File: src/rtl/rgb_fade_pkg.sv
// Shared types and encodings for the RGB fade sequencer.
// Optional PWM pin drivers are enabled with RGB_FADE_PWM_OUT_EN.
package rgb_fade_pkg;

    typedef enum logic [1:0] {
        ST_IDLE = 2'd0,
        ST_RISE = 2'd1,
        ST_FALL = 2'd2
    } fade_state_t;

    localparam logic [1:0] MODE_CYCLE = 2'd0;
    localparam logic [1:0] MODE_RED   = 2'd1;
    localparam logic [1:0] MODE_WHITE = 2'd2;
    localparam logic [1:0] MODE_RSVD  = 2'd3;

    localparam logic [1:0] CH_R = 2'd0;
    localparam logic [1:0] CH_G = 2'd1;
    localparam logic [1:0] CH_B = 2'd2;

    function automatic logic [1:0] next_ch(input logic [1:0] c);
        return (c == CH_B) ? CH_R : c + 2'd1;
    endfunction

endpackage

File: src/rtl/rgb_fade_sequencer_prescaler.sv
// Fade step prescaler: one step_tick every STEP_DIV unheld cycles.
// clr wins over hold so an abort always restarts the count.
module rgb_step_prescaler #(
    parameter int STEP_DIV = 625000
) (
    input  logic clk,
    input  logic rst,
    input  logic clr,
    input  logic hold,
    output logic step_tick
);

    localparam int CW = $clog2(STEP_DIV);
    localparam logic [CW-1:0] LAST = CW'(STEP_DIV - 1);

    logic [CW-1:0] cnt;

    always_ff @(posedge clk) begin
        if (rst || clr) begin
            cnt <= '0;
        end else if (!hold) begin
            cnt <= (cnt == LAST) ? '0 : cnt + CW'(1);
        end
    end

    assign step_tick = !clr && !hold && (cnt == LAST);

endmodule

File: src/rtl/rgb_fade_sequencer.sv
// RGB fade engine driving three registered 8-bit duty values.
// Define RGB_FADE_PWM_OUT_EN to drive pwm_r/g/b from an internal counter.
module rgb_fade_sequencer
    import rgb_fade_pkg::*;
#(
    parameter int STEP_DIV  = 625000,
    parameter int STEP      = 1,
    parameter int MAX_LEVEL = 255
) (
    input  logic       clk,
    input  logic       rst,
    input  logic       start,
    input  logic       stop,
    input  logic       pause,
    input  logic [1:0] mode,
    output logic [7:0] R_time_out,
    output logic [7:0] G_time_out,
    output logic [7:0] B_time_out,
    output logic       busy,
    output logic [1:0] phase,
    output logic       cycle_done,
    output logic       pwm_r,
    output logic       pwm_g,
    output logic       pwm_b
);

    fade_state_t state, state_n;
    logic [7:0]  level, level_n;
    logic [1:0]  ch, ch_n;
    logic [1:0]  mode_q, mode_n;
    logic        done_n;
    logic [7:0]  r_n, g_n, b_n;
    logic [8:0]  sum;
    logic        step_tick;
    logic        pre_clr;
    logic        pre_hold;

    assign pre_clr  = stop || (state == ST_IDLE);
    assign pre_hold = pause && (state != ST_IDLE);

    rgb_step_prescaler #(
        .STEP_DIV(STEP_DIV)
    ) u_pre (
        .clk      (clk),
        .rst      (rst),
        .clr      (pre_clr),
        .hold     (pre_hold),
        .step_tick(step_tick)
    );

    assign sum = {1'b0, level} + 9'(STEP);

    always_comb begin
        state_n = state;
        level_n = level;
        ch_n    = ch;
        mode_n  = mode_q;
        done_n  = 1'b0;
        if (stop) begin
            state_n = ST_IDLE;
            level_n = '0;
            ch_n    = CH_R;
        end else begin
            case (state)
                ST_IDLE: begin
                    level_n = '0;
                    ch_n    = CH_R;
                    if (start && (mode != MODE_RSVD)) begin
                        state_n = ST_RISE;
                        mode_n  = mode;
                    end
                end
                ST_RISE: begin
                    if (step_tick) begin
                        if (sum >= 9'(MAX_LEVEL)) begin
                            level_n = 8'(MAX_LEVEL);
                            state_n = ST_FALL;
                        end else begin
                            level_n = sum[7:0];
                        end
                    end
                end
                ST_FALL: begin
                    if (step_tick) begin
                        if (level <= 8'(STEP)) begin
                            level_n = '0;
                            state_n = ST_RISE;
                            if (mode_q == MODE_CYCLE) begin
                                ch_n   = next_ch(ch);
                                done_n = (ch == CH_B);
                            end else begin
                                done_n = 1'b1;
                            end
                        end else begin
                            level_n = level - 8'(STEP);
                        end
                    end
                end
                default: state_n = ST_IDLE;
            endcase
        end
    end

    // Duty mapping is computed from next-state values so outputs stay registered
    always_comb begin
        r_n = '0;
        g_n = '0;
        b_n = '0;
        if (mode_n == MODE_WHITE) begin
            r_n = level_n;
            g_n = level_n;
            b_n = level_n;
        end else begin
            case (ch_n)
                CH_R:    r_n = level_n;
                CH_G:    g_n = level_n;
                CH_B:    b_n = level_n;
                default: r_n = '0;
            endcase
        end
    end

    always_ff @(posedge clk) begin
        if (rst) begin
            state      <= ST_IDLE;
            level      <= '0;
            ch         <= CH_R;
            mode_q     <= MODE_CYCLE;
            R_time_out <= '0;
            G_time_out <= '0;
            B_time_out <= '0;
            busy       <= 1'b0;
            phase      <= CH_R;
            cycle_done <= 1'b0;
        end else begin
            state      <= state_n;
            level      <= level_n;
            ch         <= ch_n;
            mode_q     <= mode_n;
            R_time_out <= r_n;
            G_time_out <= g_n;
            B_time_out <= b_n;
            busy       <= (state_n != ST_IDLE);
            phase      <= ch_n;
            cycle_done <= done_n;
        end
    end

`ifdef RGB_FADE_PWM_OUT_EN
    logic [7:0] pwm_cnt;

    // Period 255 so duty 255 is solidly on and duty 0 solidly off
    always_ff @(posedge clk) begin
        if (rst) begin
            pwm_cnt <= '0;
            pwm_r   <= 1'b0;
            pwm_g   <= 1'b0;
            pwm_b   <= 1'b0;
        end else begin
            pwm_cnt <= (pwm_cnt == 8'd254) ? '0 : pwm_cnt + 8'd1;
            pwm_r   <= (pwm_cnt < R_time_out);
            pwm_g   <= (pwm_cnt < G_time_out);
            pwm_b   <= (pwm_cnt < B_time_out);
        end
    end
`else
    assign pwm_r = 1'b0;
    assign pwm_g = 1'b0;
    assign pwm_b = 1'b0;
`endif

endmodule

File: config.mk
export PLATFORM = sky130hd
export DESIGN_NAME = rgb_fade_sequencer
export DESIGN_NICKNAME = d
export VERILOG_FILES = /design/src/rtl/rgb_fade_pkg.sv /design/src/rtl/rgb_fade_sequencer_prescaler.sv /design/src/rtl/rgb_fade_sequencer.sv
export SDC_FILE = /design/constraint.sdc
export NUM_CORES = 1
export LEC_CHECK = 0
export CORE_ASPECT_RATIO = 1.2
export CORE_UTILIZATION = 62
export CTS_BUF_LIST = sky130_fd_sc_hd__clkbuf_8
export DETAILED_ROUTE_END_ITERATION = 8
export GPL_TIMING_DRIVEN = 0
export PLACE_DENSITY_LB_ADDON = 0.12
export SETUP_SLACK_MARGIN = 0.1
export SYNTH_ARGS = -nofsm -noshare
export SYNTH_HDL_FRONTEND = slang
export SYNTH_SLANG_ARGS = --single-unit
File: constraint.sdc
create_clock -name clk -period 3.8 [get_ports clk]
set_clock_uncertainty 0.1 [all_clocks]
set_input_delay 0.76 -clock clk [delete_from_list [all_inputs] [get_ports clk]]
set_output_delay 0.76 -clock clk [all_outputs]
set_load 0.02 [all_outputs]
==> results of run 1 <==
## state kept, by name, indices dropped and copies added (netlist names)
| name | flops |
|---|---|
| B_time_out | 8 |
| G_time_out | 8 |
| R_time_out | 8 |
| busy | 1 |
| ch | 2 |
| cycle_done | 1 |
| level | 8 |
| mode_q | 2 |
| state | 2 |
| u_pre.cnt | 20 |
## power breakdown
group / internal, uW / leakage [uW] / total, uW / switching, uW
sequential: 630 / 0.000483 / 632 / 1.41
clock: 305 / 0.000100 / 575 / 269
combinational: 20.0 / 0.000732 / 53.1 / 33.1
## layout make-up
type / count / share of cell area
well taps: 58 / 0.0197
clock inverters: 7 / 0.0200
clock buffers: 9 / 0.0336
flip-flops and latches: 60 / 0.326
repair buffers: 33 / 0.0895
plain buffers: 17 / 0.0261
multi-input cells: 263 / 0.471
inverters: 14 / 0.0142
## per-layer routing
| layer | vias to the layer above | track usage | share of wire |
|---|---|---|---|
| li1 | 1364 | - | - |
| met1 | 1325 | 0.316 | 0.38 |
| met2 | 112 | 0.566 | 0.54 |
| met3 | 22 | 0.0920 | 0.055 |
| met4 | 0 | 0.132 | 0.027 |
| met5 | - | 0 | 0 |
## cell families after synthesis
| group | share of synthesized area |
|---|---|
| AOI/OAI and AO/OA | 0.175 |
| buffers and inverters | 0.0483 |
| adders and majority gates | 0.0203 |
| xor gates and xnor gates | 0.0540 |
| and+or+nand+nor | 0.305 |
| DFF | 0.390 |
| muxes | 0.00650 |
| other | 0.00122 |
## cell usage in the layout (no fill, tap or decap), drive strengths merged, types with 3 or more instances in the layout
master / instances
clkdlybuf4s50: 33
xor2: 12
nor3: 18
a31oi: 3
a21oi: 14
clkbuf: 14
nand2b: 3
clkinv: 3
o31ai: 10
dfxtp: 60
nor2: 46
or2: 7
inv: 16
nand3: 9
nand4: 13
buf: 12
o21a: 4
nand2: 26
o221ai: 3
conb: 3
a211oi: 4
and3: 9
and4: 3
ha: 5
o21ai: 14
xnor2: 7
or3: 9
nor4: 5
## stage by stage
stage                     std cells  hold WS (ps)
after floorplan                 354           376
after global placement          445           391
after detailed placement        445           421
after CTS                       461           450
after global routing            461           481
final                           461           446
## critical path, cell delays in order (launching register included)
cell and delay (ps):
dfxtp_1 550, inv_1 190, ha_1 300, or2_2 320, and3_1 150, buf_2 160, a41o_1 240, o211a_1 150
a211oi_2 560, nor3_1 90
## worst max-delay path by stage
stage,start,to,slack (ps)
3_3_place_gp,pause,level[2],750
4_1_cts,level[0],R_time_out[0],880
3_5_place_dp,pause,R_time_out[0],750
6_report,level[0],R_time_out[5],840
5_1_grt,level[0],R_time_out[5],680
2_1_floorplan,level[0],R_time_out[0],1370
==> results.toml, run 1 <==
[min_path]
holdCritPathClass = "reg -> reg"
min_to = "u_pre.cnt[14]"
min_from = "u_pre.cnt[14]"
holdPathStages = 2

[yosys]
synthFlopType = "dfxtp_1"
yosys_warnings = 0
yosysUniqueCellTypes = 65
syn_area_mm2 = 0.00308
synth_area_leader_cell = "dfxtp_1"
netlist_top_cells_count = "dfxtp_1 (60), nor2_1 (46), nand2_1 (26), a21oi_1 (14), inv_1 (14)"
yosysMostFrequentCell = "dfxtp_1"
ys_seq_elements = 60
synth_top_area_share = 0.390
synth-edff-count = 0
synthTopCellsByArea = "dfxtp_1 (39%), nor2_1 (5.6%), xor2_1 (3.4%)"
netlist_instances = 352
ys_seq_area_frac = 0.390
synth-async-reset-ratio = 0
synth.avg_cell_area_um2 = 8.75

[pwr]
power_uw = 1260
power_density_mw_per_mm2 = 341
power.leakage_uw = 0.00132
ir_worst_vdd_v = 0.000291

[setup_path]
end_kind = "flop"
worstPathMaxFanout = 11
crit_path_start_kind = "flop"
rr_worst_depth = 9
cp.arrival_ps = 3070
timing.rr.start = "level[0]"
rrSetupSlack_ps = 840
critPathRequiredTime_ps = 3910
path_class = "reg -> reg"
timing.rr.end = "R_time_out[5]"

[final_layout]
nets = 410
post-route-cell-area_mm2 = 0.00369
areaGrowthSynthToFinish_pct = 19.7
regArea_mm2 = 0.00120
fill_cells = 338
num_antenna_cells = 0
multi_input_area_mm2 = 0.00174
utilization = 0.786
drive_gt1_frac = 0.151

[status]
status = "finished, final reports clean"

[floorplanning]
dieArea_mm2 = 0.00526
num_rows = 27
die_w_um = 66.4
io_pins = 38
die_y_um = 79.2
core_mm2 = 0.00470
start_util = 0.656

[clock_network]
clk_path_buf_depth = 2
cts.repair.resized = 0
clock_latency_ps = 350
cts_root_buffer = "clkbuf_8"
path_clk_slew_ps = 70
post_cts_buffers = 0
cts-buffers-inserted = 9
clock-sinks = 60
hold_buffers = 0
htree_levels = 3
cts_tree = "done"

[global_routing]
grt_max_degree = 13
grt_pass1_wl_um = 12200
grt-ovfl-total = 0
grt_usage = 0.309
antenna_found_initial = 0
grt_pass1_vias = 2622

[routing]
drc_errors = 0
drt-initial-drc-count = 146
totalWireLength_um = 7510
ant_nets = 0
dr.pass1.iters = 7
wl_per_cell_um = 16.3
vias = 2823
viasPerCell = 6.12

[timing]
finalCritPeriodShare = 0.780
tns_ps = 0
hold_violations = 0
fmax_mhz = 337
rsz0062_at_grt = "no"
fin_crit_ps = 2960
tightest_slew_ps = 740
slew-limit-headroom = 0.505
layout_setup_ws_ps = 835
slew_viol_final = 0
setup_viol = 0

[placed_design]
pre_cts_slack_ps = 748
hpwl_um = 5500
finalWeightedCongestion = 0.968
placed_cell_area_mm2 = 0.00349
port_buffers = 33

[job]
max_cap_viol_count = 0
No activity file was read; power rests on OpenSTA's default activity.
==> inputs of run 2 (changes only) <==
--- a/config.mk
+++ b/config.mk
@@ -6,7 +6,7 @@
 export NUM_CORES = 1
 export LEC_CHECK = 0
 export CORE_ASPECT_RATIO = 1.2
-export CORE_UTILIZATION = 62
+export CORE_UTILIZATION = 57
 export CTS_BUF_LIST = sky130_fd_sc_hd__clkbuf_8
 export DETAILED_ROUTE_END_ITERATION = 8
 export GPL_TIMING_DRIVEN = 0
==> constraint.sdc (replaced) <==
create_clock -name clk -period 3.1 [get_ports clk]
set_clock_uncertainty 0.1 [all_clocks]
set_input_delay 0.62 -clock clk [delete_from_list [all_inputs] [get_ports clk]]
set_output_delay 0.62 -clock clk [all_outputs]
set_load 0.02 [all_outputs]
==> results.toml, run 2 (same netlist as run 1, synthesis figures left out) <==
[global_routing]
antenna_found_initial = 0
grt_pass1_vias = 2489
grt_max_degree = 12
grt_pass1_wl_um = 11500
grt_usage = 0.256
grt-ovfl-total = 0

[timing]
fin_crit_ps = 2820
hold_violations = 0
fmax_mhz = 355
setup_viol = 0
finalCritPeriodShare = 0.908
tns_ps = 0
hold_ws_ps = 422
slew-limit-headroom = 0.475
slew_viol_final = 0
tightest_slew_ps = 785
rsz0062_at_grt = "no"

[routing]
drc_errors = 0
vias = 2732
ant_nets = 0
viasPerCell = 5.90
wl_per_cell_um = 15.5
totalWireLength_um = 7200
drt-initial-drc-count = 158
dr.pass1.iters = 4

[setup_path]
crit_family = "compound AO/OA/AOI/OAI gates"
slowest_stage = "dfxtp_1"
crit_path_start_kind = "flop"
path_cells = "inv_1 > ha_1 > or2_2 > and3_1 > buf_2 > a41o_1 > o211a_1 > a211oi_4 > nor2_1"
critPathRequiredTime_ps = 3210
path_class = "reg -> reg"
critPathBufInv = 2
end_kind = "flop"
cp.arrival_ps = 2930
worstPathMaxFanout = 11
slowest_delay_ps = 530

[clock_network]
post_cts_buffers = 0
cts_tree = "done"
cts-buffers-inserted = 9
cts_root_buffer = "clkbuf_8"
clock_latency_ps = 340
clk_path_buf_depth = 2
htree_levels = 3
clock-sinks = 60
path_clk_slew_ps = 70

[placed_design]
finalWeightedCongestion = 0.922
hpwl_um = 5130
placed_cell_area_mm2 = 0.00349
dp.cells = 447
port_buffers = 33

[pwr]
p_int_uw = 1210
combPwrFrac = 0.042
switchingPower_uw = 345
swShare = 0.222
clockPowerShare = 0.459
power_density_mw_per_mm2 = 418
ir_worst_vdd_v = 0.000322
pwr-share-seq = 0.499
power.leakage_uw = 0.00132
power_uw = 1550

[final_layout]
largest_register_ffs = 20
final_cell_mix = "dfxtp_1 (60), nor2_1 (46), clkdlybuf4s50_1 (33)"
fin_cells = 463
post-route-cell-area_mm2 = 0.00371
drive_gt1_frac = 0.151
areaGrowthSynthToFinish_pct = 20.3
layout_commonest_cell = "dfxtp_1"
largest-register = "u_pre.cnt"
num_antenna_cells = 0
fill_cells = 385
nets = 410

[floorplanning]
dieArea_mm2 = 0.00571
core_mm2 = 0.00508
io_pins = 38
die_w_um = 69.1
num_rows = 28
die_y_um = 82.5
start_util = 0.607

[status]
status = "finished, final reports clean"

[min_path]
holdCritPathClass = "reg -> reg"

[job]
max_cap_viol_count = 0
-- run 2: cell types whose count changed in the layout (fill, tap and decap cells not counted), sizes merged --
cell    delta
clkbuf     +2
inv        -1
clkinv     -1
-- run 2: repair_timing --
action | in CTS | in global routing
setup endpoints to repair | 0 | 9
resized for setup | 0 | 2
hold buffers | 0 | 0
-- run 2: area by class of cell --
| cell class | instances | area, um^2 | area share |
|---|---|---|---|
| inverter | 14 | 52.6 | 0.0142 |
| tap | 60 | 75.1 | 0.0202 |
| clock inverter | 5 | 51.3 | 0.0138 |
| sequential | 60 | 1200 | 0.324 |
| multi-input combinational | 263 | 1750 | 0.472 |
| clock buffer | 11 | 151 | 0.0408 |
| buffer | 17 | 96.3 | 0.0260 |
| timing repair buffer | 33 | 330 | 0.0891 |
-- run 2: per-layer routing --
metal | GRT usage | vias to the layer above | routed length (um) | share of wire
met4 | 0.0755 | 0 | 101 | 0.014
met3 | 0.0728 | 11 | 321 | 0.045
met2 | 0.454 | 69 | 3560 | 0.50
li1 | - | 1357 | - | -
met1 | 0.305 | 1295 | 3210 | 0.45
met5 | 0 | - | 0 | 0
-- run 2: power groups by stage --
stage | Clock [uW] | Combinational, uW | Sequential (uW)
2_1_floorplan | 0 | 42.8 | 793
6_report | 712 | 65.5 | 775
3_3_place_gp | 0 | 63.7 | 792
4_1_cts | 723 | 64.4 | 775
5_1_grt | 755 | 71.0 | 774
3_5_place_dp | 0 | 64.1 | 792
-- run 2: stage by stage --
step / setup slack (ps) / util
6_report: 284 / 0.730
5_1_grt: 135 / 0.730
4_1_cts: 198 / 0.728
3_5_place_dp: 117 / 0.688
3_3_place_gp: 141 / 0.688
2_1_floorplan: 672 / -
-- run 2: path summary, 6_finish.rpt --
path / end / start / cells past startpoint / slack (ps)
setup reg to reg: R_time_out[1] / level[0] / 9 / 280
setup / recovery: R_time_out[1] / level[0] / 9 / 280
hold reg to reg: u_pre.cnt[16] / u_pre.cnt[16] / 2 / 420
hold / removal: u_pre.cnt[16] / u_pre.cnt[16] / 2 / 420
-- run 2: worst reg2reg max path: cells and delay by family (launching register included) --
family,cells,cell delay (ps)
and+or+nand+nor,3,570
adders and majority gates,1,270
AOI/OAI and AO/OA,3,900
DFF,1,530
buffers and inverters,2,310
==> inputs of run 3 (changes only) <==
--- a/config.mk
+++ b/config.mk
@@ -6,8 +6,9 @@
 export NUM_CORES = 1
 export LEC_CHECK = 0
 export CORE_ASPECT_RATIO = 1.2
-export CORE_UTILIZATION = 57
-export CTS_BUF_LIST = sky130_fd_sc_hd__clkbuf_8
+export CORE_UTILIZATION = 50
+export CTS_BUF_LIST = sky130_fd_sc_hd__clkbuf_16
+export CTS_CLUSTER_DIAMETER = 100
 export DETAILED_ROUTE_END_ITERATION = 8
 export GPL_TIMING_DRIVEN = 0
 export PLACE_DENSITY_LB_ADDON = 0.12
==> constraint.sdc (replaced) <==
create_clock -name clk -period 2.5 [get_ports clk]
set_clock_uncertainty 0.1 [all_clocks]
set_input_delay 0.5 -clock clk [delete_from_list [all_inputs] [get_ports clk]]
set_output_delay 0.5 -clock clk [all_outputs]
set_load 0.02 [all_outputs]
==> results.toml, run 3 (same netlist as run 1, synthesis figures left out) <==
[clock_network]
htree_levels = 3
hold_buffers = 0
cts_root_buffer = "clkbuf_16"
clk_path_buf_depth = 2
clock_latency_ps = 330
cts-buffers-inserted = 9
clock-sinks = 60
cts_tree = "done"
path_clk_slew_ps = 50

[placed_design]
port_buffers = 33
dp.cells = 467
placed_cell_area_mm2 = 0.00353
hpwl_um = 5300
finalWeightedCongestion = 0.871

[timing]
hold_violations = 0
finalCritPeriodShare = 0.937
slew-limit-headroom = 0.590
fmax_mhz = 427
tightest_slew_ps = 613
slew_viol_final = 0
rsz0062_at_grt = "no"
fin_crit_ps = 2340
setup_viol = 0

[floorplanning]
num_rows = 30
core_mm2 = 0.00578
dieArea_mm2 = 0.00648
die_y_um = 88
start_util = 0.533
die_w_um = 73.7
io_pins = 38

[setup_path]
end_kind = "flop"
cp-endpoint = "R_time_out[6]"
cp-startpoint = "level[0]"
worstPathMaxFanout = 8
crit_family = "compound AO/OA/AOI/OAI gates"
path_class = "reg -> reg"
timing.rr.start = "level[0]"
path_cells = "buf_4 > ha_1 > or2_4 > and3_4 > buf_6 > a41o_1 > o211a_1 > a211oi_4 > buf_12 > nor3_1"
rr_worst_depth = 10
rrSetupSlack_ps = 160
slowest_stage = "dfxtp_4"
cp.arrival_ps = 2440
critPathBufInv = 3
timing.rr.end = "R_time_out[6]"
critPathRequiredTime_ps = 2590
slowest_delay_ps = 350
worstSetupPathDepth = 10
crit_path_start_kind = "flop"

[final_layout]
largest_register_ffs = 20
num_antenna_cells = 0
multi_input_area_mm2 = 0.00192
areaGrowthSynthToFinish_pct = 34.4
layout_commonest_cell = "dfxtp_1"
regArea_mm2 = 0.00121
drive_gt1_frac = 0.237
post-route-cell-area_mm2 = 0.00414
fill_cells = 458
final_cell_mix = "dfxtp_1 (57), nor2_1 (44), clkdlybuf4s50_1 (32)"
fin_cells = 493
largest-register = "u_pre.cnt"
nets = 420

[global_routing]
grt_max_degree = 12
grt_pass1_wl_um = 12900
grtUsageMet2 = 0.461
grt-ovfl-total = 0
gr-usage-met3 = 0.0529
gr-usage-met1 = 0.291
grt_pass1_vias = 2762
top_usage_layer = "met2"
grt_usage = 0.263
antenna_found_initial = 0

[min_path]
min_from = "u_pre.cnt[14]"
holdCritPathClass = "reg -> reg"

[pwr]
power_uw = 2360
power.leakage_uw = 0.00147
ir_worst_vdd_v = 0.000457
combPwrFrac = 0.040
swShare = 0.212
p_int_uw = 1860
pwr-share-seq = 0.407
clockPowerShare = 0.554
switchingPower_uw = 500
power_density_mw_per_mm2 = 570

[job]
max_cap_viol_count = 0

[routing]
viasPerCell = 5.80
totalWireLength_um = 7980
drt-initial-drc-count = 209
vias = 2860
ant_nets = 0
wl_per_cell_um = 16.2
dr.pass1.iters = 6
drc_errors = 0

[status]
status = "finished, final reports clean"
-- run 3: cell types whose count changed in the layout (fill, tap and decap cells not counted), sizes merged --
cell,delta
bufinv,+1
dlymetal6s2s,+1
buf,+10
clkbuf,-2
clkinvlp,+1
clkdlybuf4s50,-1
-- run 3: metrics by stage --
step	hold WS, ps	setup slack (ps)	util	TNS (ps)
CTS	433	73.1	0.694	0
global route	460	44.1	0.716	0
floorplan	376	167	-	0
detailed placement	414	-311	0.610	-8400
global placement	404	-285	0.610	-6990
finish	433	157	0.716	0
-- run 3: power groups by stage --
stage,Sequential [uW],Combinational [uW],Clock [uW]
2_1_floorplan,983,53.7,0
3_3_place_gp,982,79.6,0
3_5_place_dp,982,80.4,0
4_1_cts,960,84.5,1320
5_1_grt,960,101,1360
6_report,960,94.0,1310
-- run 3: worst min-delay path by stage --
stage	end	slack, ps	depth (start not counted)
floorplan	u_pre.cnt[16]	380	2
CTS	u_pre.cnt[19]	430	2
global placement	u_pre.cnt[16]	400	2
global route	u_pre.cnt[14]	460	2
detailed placement	u_pre.cnt[16]	410	2
finish	u_pre.cnt[14]	430	2
-- run 3: tightest hold or removal path: cells and delay by family (launching register included) --
family / cells / cell delay (ps)
flops: 1 / 340
compound gates: 2 / 140
-- run 3: area by class of cell --
type / instances / area share
multi-input combinational: 263 / 0.463
sequential: 60 / 0.292
timing repair buffer: 43 / 0.105
clock buffer: 9 / 0.0544
buffer: 17 / 0.0266
tap: 80 / 0.0242
clock inverter: 7 / 0.0224
inverter: 14 / 0.0127
-- run 3: layer usage --
metal  routed length, um  vias up
met5                   0        -
met4                 268        0
met3                 373       22
met2                4150      102
met1                3190     1364
li1                    -     1372
-- run 3: what timing repair did --
item | in CTS | in global routing
resized for setup | 22 | 22
pin swaps | 7 | 10
buffers inserted | 6 | 4
endpoints found under the setup margin | 36 | 45
